--- src/rtl/comparator_iter.sv ---
// Multi-cycle magnitude comparator: walks the operands one chunk per cycle from
// the most significant chunk and stops at the first chunk that differs.
module comparator_iter #(
  parameter int nb_bits    = 32,
  parameter int chunk_bits = 8
) (
  input  logic               clk_i,
  input  logic               rst_ni,
  input  logic               valid_i,
  output logic               ready_o,
  input  logic [nb_bits-1:0] A_i,
  input  logic [nb_bits-1:0] B_i,
  input  logic               signed_i,
  input  logic               abort_i,
  output logic               valid_o,
  input  logic               ready_i,
  output logic               greater_o,
  output logic               equal_o,
  output logic               lesser_o
);

  if (nb_bits < 2 || chunk_bits < 1 || (nb_bits % chunk_bits) != 0) begin : g_param_check
    $error("comparator_iter: nb_bits must be >= 2 and a multiple of chunk_bits");
  end

  localparam int n_chunks = nb_bits / chunk_bits;
  localparam int idx_w    = (n_chunks > 1) ? $clog2(n_chunks) : 1;

  localparam logic [idx_w-1:0]      top_idx  = idx_w'(n_chunks - 1);
  localparam logic [chunk_bits-1:0] msb_mask = chunk_bits'(1) << (chunk_bits - 1);

  typedef enum logic [1:0] {
    IDLE,
    BUSY,
    DONE
  } state_t;

  state_t state;
  state_t state_next;

  logic [nb_bits-1:0]    a_reg;
  logic [nb_bits-1:0]    b_reg;
  logic                  sgn_reg;
  logic [idx_w-1:0]      idx;
  logic [idx_w-1:0]      idx_next;
  logic                  gt;
  logic                  eq;
  logic                  lt;
  logic                  gt_next;
  logic                  eq_next;
  logic                  lt_next;
  logic                  capture;

  logic [chunk_bits-1:0] chunk_a;
  logic [chunk_bits-1:0] chunk_b;
  logic                  chunk_gt;
  logic                  chunk_eq;

  // Flipping the sign bit of the top chunk turns a two's-complement order into
  // an unsigned one, so the same magnitude compare serves both modes.
  always_comb begin
    chunk_a = a_reg[int'(idx) * chunk_bits +: chunk_bits];
    chunk_b = b_reg[int'(idx) * chunk_bits +: chunk_bits];
    if (sgn_reg && (idx == top_idx)) begin
      chunk_a = chunk_a ^ msb_mask;
      chunk_b = chunk_b ^ msb_mask;
    end
    chunk_gt = (chunk_a > chunk_b);
    chunk_eq = (chunk_a == chunk_b);
  end

  always_comb begin
    state_next = state;
    idx_next   = idx;
    gt_next    = gt;
    eq_next    = eq;
    lt_next    = lt;
    capture    = 1'b0;
    case (state)
      IDLE: begin
        if (valid_i) begin
          state_next = BUSY;
          idx_next   = top_idx;
          capture    = 1'b1;
        end
      end
      BUSY: begin
        if (abort_i) begin
          state_next = IDLE;
          gt_next    = 1'b0;
          eq_next    = 1'b0;
          lt_next    = 1'b0;
        end else if (!chunk_eq) begin
          state_next = DONE;
          gt_next    = chunk_gt;
          eq_next    = 1'b0;
          lt_next    = !chunk_gt;
        end else if (idx == '0) begin
          state_next = DONE;
          gt_next    = 1'b0;
          eq_next    = 1'b1;
          lt_next    = 1'b0;
        end else begin
          idx_next = idx - idx_w'(1);
        end
      end
      DONE: begin
        if (abort_i || ready_i) begin
          state_next = IDLE;
          gt_next    = 1'b0;
          eq_next    = 1'b0;
          lt_next    = 1'b0;
        end
      end
      default: begin
        state_next = IDLE;
        gt_next    = 1'b0;
        eq_next    = 1'b0;
        lt_next    = 1'b0;
      end
    endcase
  end

  always_ff @(posedge clk_i or negedge rst_ni) begin
    if (!rst_ni) begin
      state <= IDLE;
    end else begin
      state <= state_next;
    end
  end

  always_ff @(posedge clk_i or negedge rst_ni) begin
    if (!rst_ni) begin
      a_reg   <= '0;
      b_reg   <= '0;
      sgn_reg <= 1'b0;
      idx     <= '0;
      gt      <= 1'b0;
      eq      <= 1'b0;
      lt      <= 1'b0;
    end else begin
      idx <= idx_next;
      gt  <= gt_next;
      eq  <= eq_next;
      lt  <= lt_next;
      if (capture) begin
        a_reg   <= A_i;
        b_reg   <= B_i;
        sgn_reg <= signed_i;
      end
    end
  end

  // Handshake outputs come straight from the state register.
  assign ready_o   = (state == IDLE);
  assign valid_o   = (state == DONE);
  assign greater_o = gt;
  assign equal_o   = eq;
  assign lesser_o  = lt;

endmodule

--- config.mk ---
export PLATFORM = sky130hd
export DESIGN_NAME = comparator_iter
export DESIGN_NICKNAME = d
export VERILOG_FILES = /design/src/rtl/comparator_iter.sv
export SDC_FILE = /design/constraint.sdc
export NUM_CORES = 1
export LEC_CHECK = 0
export CAP_MARGIN = 20
export CORE_MARGIN = 1.5
export CORE_UTILIZATION = 55
export CTS_CLUSTER_SIZE = 12
export DETAILED_ROUTE_END_ITERATION = 8
export PLACE_DENSITY = 0.94
export SETUP_SLACK_MARGIN = 0.2
export SLEW_MARGIN = 20
export SYNTH_ARGS = -nofsm -noshare
export SYNTH_HDL_FRONTEND = slang
export SYNTH_SLANG_ARGS = --single-unit
--- constraint.sdc ---
create_clock -name clk_i -period 5.4 [get_ports clk_i]
set_clock_uncertainty 0.2 [all_clocks]
set_input_delay 0.81 -clock clk_i [delete_from_list [all_inputs] [get_ports clk_i]]
set_output_delay 0.81 -clock clk_i [all_outputs]
set_load 0.02 [all_outputs]
# == Word level (Yosys, flattened, before mapping) ==
# Cells that the tools add are included.
# W data, S select, Z words.
# totals
ff_bits,72
output_inout_bits,5
# classes
n_addsub,1
n_lt_le_gt_ge,1
n_eq_ne,10
n_shift,2
n_mux,27
n_bitwise,3
reduce_logical,9
# op_table
cell,count
$shiftx A32 B6 Y8,2
$mux W2,9
$mux W8,2
$mux W1,11
$pmux W1 S3,3
$eq A8 B8 Y1,1
$gt A8 B8 Y1,1
$ne A2 B2 Y1 const B,4
$pmux W2 S3,1
$reduce_and A3 Y1,2
$reduce_and A5 Y1,1
$eq A2 B2 Y1 const B,2
$logic_not A2 Y1,2
$ne A4 B4 Y1 const B,1
$pmux W2 S2,1
$not A1 Y1,3
$eq A2 B1 Y1 const B,1
$ne A2 B1 Y1 const B,1
$reduce_bool A2 Y1,1
$sub A2 B1 Y2 const B,1
$logic_and A1 B1 Y1,1
$logic_not A1 Y1,1
$logic_or A1 B1 Y1,1

# == Depth between registers and ports, before layout ==
# logic_depth
word_depth,8
mapped_depth,9
ltp_nobuf,8

# == Worst setup path after synthesis ==
# OpenSTA, ideal clock, no wires.
# synth_timing
kind,reg-to-reg
startpoint,register idx[0]
endpoint,register lt (netlist: lesser_o)
setup_ns,0.110
arrival_time_ns,2.455
required_time_ns,5.090
path_slack_ns,2.634
stages_incl_launch_ff,9
path_buffers,2
synth_period_minus_slack_ns,2.766
cell_sequence,dfrtp_1 buf_2 buf_4 mux4_2 ha_1 nand4_1 nor4_4 o21ai_0 o41ai_1
# synth_between
elab_chain_cells,8
elab_cells_between_ends,17
classes_between,order compare: 1; eq/ne: 3; shift: 2; mux: 5; bitwise: 2; reduce/logical: 4
# synth_lines
item,line_no,text
"start, declared",44,logic [idx_w-1:0] idx;
"start signal, assigned",142,idx <= idx_next;
"$shiftx A32 B6 Y8, or another cell as far along",62,chunk_a = a_reg[int'(idx) * chunk_bits +: chunk_bits];
$not A1 Y1 (no source line) or $logic_and A1 B1 Y1 (tied branches),n/a,
$mux W8,64,if (sgn_reg && (idx == top_idx)) begin
$gt A8 B8 Y1,68,chunk_gt = (chunk_a > chunk_b);
$logic_not A1 Y1,97,lt_next = !chunk_gt;
$mux W1,93,end else if (!chunk_eq) begin
$mux W1,88,if (abort_i) begin
$pmux W1 S3,79,case (state)
"end signal, assigned",145,lt <= lt_next;
"end, declared",48,logic lt;
# Several ways; a longest one is shown, not always the timed one.
# A chain may end at the register's enable or synchronous reset.

# == Final worst setup path ==
# Ends and elaborated chain as after synthesis.

==> results.yml <==
logic_synthesis:
  synth_top_area_cell: "dfrtp_1"
  synth_commonest_cells: "dfrtp_1 (72), mux2_2 (48), mux2_4 (17), mux4_2 (16)"
  syn-num-nets: 304
  synth_area_um2: 3460
  yosysMostFrequentCell: "dfrtp_1"
  synthFlopType: "dfrtp_1"
  synth_seq_area_share_pct: 52.0
  synth_top_cell_area_share_pct: 52.0
  avgSynthCellArea_um2: 15.5
  synth-edff-count: 0
  ys.warnings.count: 0
  synth.area.top_cells: "dfrtp_1 (52%), mux2_2 (16%), mux4_2 (10%)"
  synth_seq_cells: 72
  ys_types: 32
  postSynthCellCount: 224
  async_flop_share_pct: 100
detailed_routing:
  drt_iter0_drc: 230
  ant_nets: 0
  wirelength_um: 6910
  route.met3.wl_um: 261
  drc: 0
  dr.pass1.iters: 4
  vias_per_cell: 5.59
  highest_layer: "met4"
  dr_total_vias: 2118
  wire_per_inst_um: 18.2
  wl_met1_um: 2930
  dr_wl_met2_um: 3530
sta:
  min_period_ps: 3420
  drv_slew: 0
  max_freq_ghz: 0.292
  setup_violations: 0
  finalCritPeriodShare_pct: 63.3
  slew-limit-headroom_pct: 36.3
  worst_pin_slew_ps: 956
  rsz0062_at_grt: "no"
  hold_viol_final: 0
  setup_tns_ps: 0
clock_network:
  cts_buffers: 9
  ctsResizeCount: 0
  post_cts_buffers: 0
  cts_tree: "yes"
  clk_pin_slew_ps: 70
  cts_buffer_depth: 2
  htreeDepth: 3
  hold_buffers: 0
  insertion_delay_ps: 360
  cts-root-buf: "clkbuf_8"
  cts.sinks: 72
worst_setup_path:
  crit_path_start_kind: "flop"
  required_ps: 5390
  critical_path_arrival_ps: 3410
  critPathCaptureType: "flop"
  path_class: "flop to flop"
  path_max_fanout: 13
place:
  gp_congestion: 0.804
  hpwl_um: 4690
  placed_area_um2: 4220
  io_buffer_count: 74
layout:
  drive_above_1_share_pct: 35.5
  design_area_um2: 4440
  multi_input_area_um2: 1540
  n_antenna_cell: 0
  layout.area.seq_um2: 1800
  num-fill-cells: 368
  areaGrowthSynthToFinish_pct: 28.3
  final_nets: 379
hold_path:
  min_path_type: "flop to flop"
global_routing:
  grt_pass1_vias: 2290
  grt_util_all_layers_pct: 23.8
  grt_pass1_wl_um: 11400
  antenna_found_initial: 0
  grt.overflow.total: 0
  grt_start_max_net_pins: 73
floorplanning:
  fp.dieH_um: 82.3
  coreArea_um2: 5990
  placementRows: 28
  initial_core_util_pct: 57.8
  die_w_um: 82.3
  ios: 75
  dieArea_um2: 6780
pwr:
  ir_drop_mv: 0.232
  power.leakage_uw: 0.00191
  p_seq_share_pct: 44.7
  pwr-share-clk_pct: 28.7
  swShare_pct: 27.3
  power_density_nw_per_um2: 369
  finalPower_uw: 1640
  internal_power_uw: 1190
  p_sw_uw: 448
  p_comb_share_pct: 26.6
flow_run:
  maxCapViolCount: 0
run_status:
  outcome: "completed"
-- critical path, stage by stage (launching register included) --
cell and delay [ps]:
dfrtp_1 630, buf_4 340, mux4_2 540, xnor2_1 140, ha_1 320, nand4_1 220, nor4_4 490, o21ai_0 220
o41ai_1 150
-- worst paths after layout --
kind                             end  slack, ps      start  cells after the start
min in group asynchronous  a_reg[21]        450     rst_ni                      2
setup / recovery            lesser_o       1980     idx[0]                      8
hold reg to reg            b_reg[18]        310  b_reg[18]                      1
max in group asynchronous   b_reg[2]       3980     rst_ni                      2
setup reg to reg            lesser_o       1980     idx[0]                      8
hold / removal             b_reg[18]        310  b_reg[18]                      1
-- layout make-up --
cell class | count | share of cell area, %
clock inverters | 7 | 2.17
well taps | 75 | 2.11
inverters | 9 | 0.761
multi-input cells | 131 | 34.7
repair buffers | 76 | 16.9
clock buffers | 9 | 2.79
flip-flops and latches | 72 | 40.6
-- through the flow --
stage          util [%]  hold WS, ps  std cells  setup WS (ps)
6_report           74.1          307        379           1980
2_1_floorplan         -          275        224           2630
3_3_place_gp       70.4          284        363           2240
3_5_place_dp       70.4          293        363           2110
5_1_grt            74.1          320        379           1720
4_1_cts            74.1          308        379           1960
-- logic make-up after synthesis --
family | synth area share (%)
AO/OA/AOI/OAI | 2.93
flip-flops | 52.0
multiplexers | 33.4
buffers and inverters | 3.47
AND/OR/NAND/NOR | 4.05
adder cells (fa/ha/maj) | 3.61
XOR/XNOR | 0.506
-- power by group through the flow --
stage	clock network (µW)	logic (µW)	registers [µW]
floorplan	0	303	720
global placement	0	407	734
detailed placement	0	428	741
CTS	477	439	733
global route	500	471	747
finish	471	436	732
-- layer usage --
layer | track usage, % | vias to the layer above
li1 | - | 974
met1 | 30.4 | 1071
met3 | 4.07 | 14
met4 | 13.2 | 0
met5 | 0 | -
met2 | 38.5 | 59
-- cells in the final DEF, fill, tap and decap left out, drive strengths merged, types with 2 or more instances in the layout --
cell type / count
clkdlybuf4s50: 73
dfrtp: 72
mux2: 65
mux4: 16
a21oi: 10
ha: 10
inv: 9
clkbuf: 9
nor2: 5
clkinv: 5
o21ai: 3
buf: 3
nand2: 2
nand4: 2
nor3: 2
or2: 2
bufinv: 2
Power figures use the tool's default switching activity.
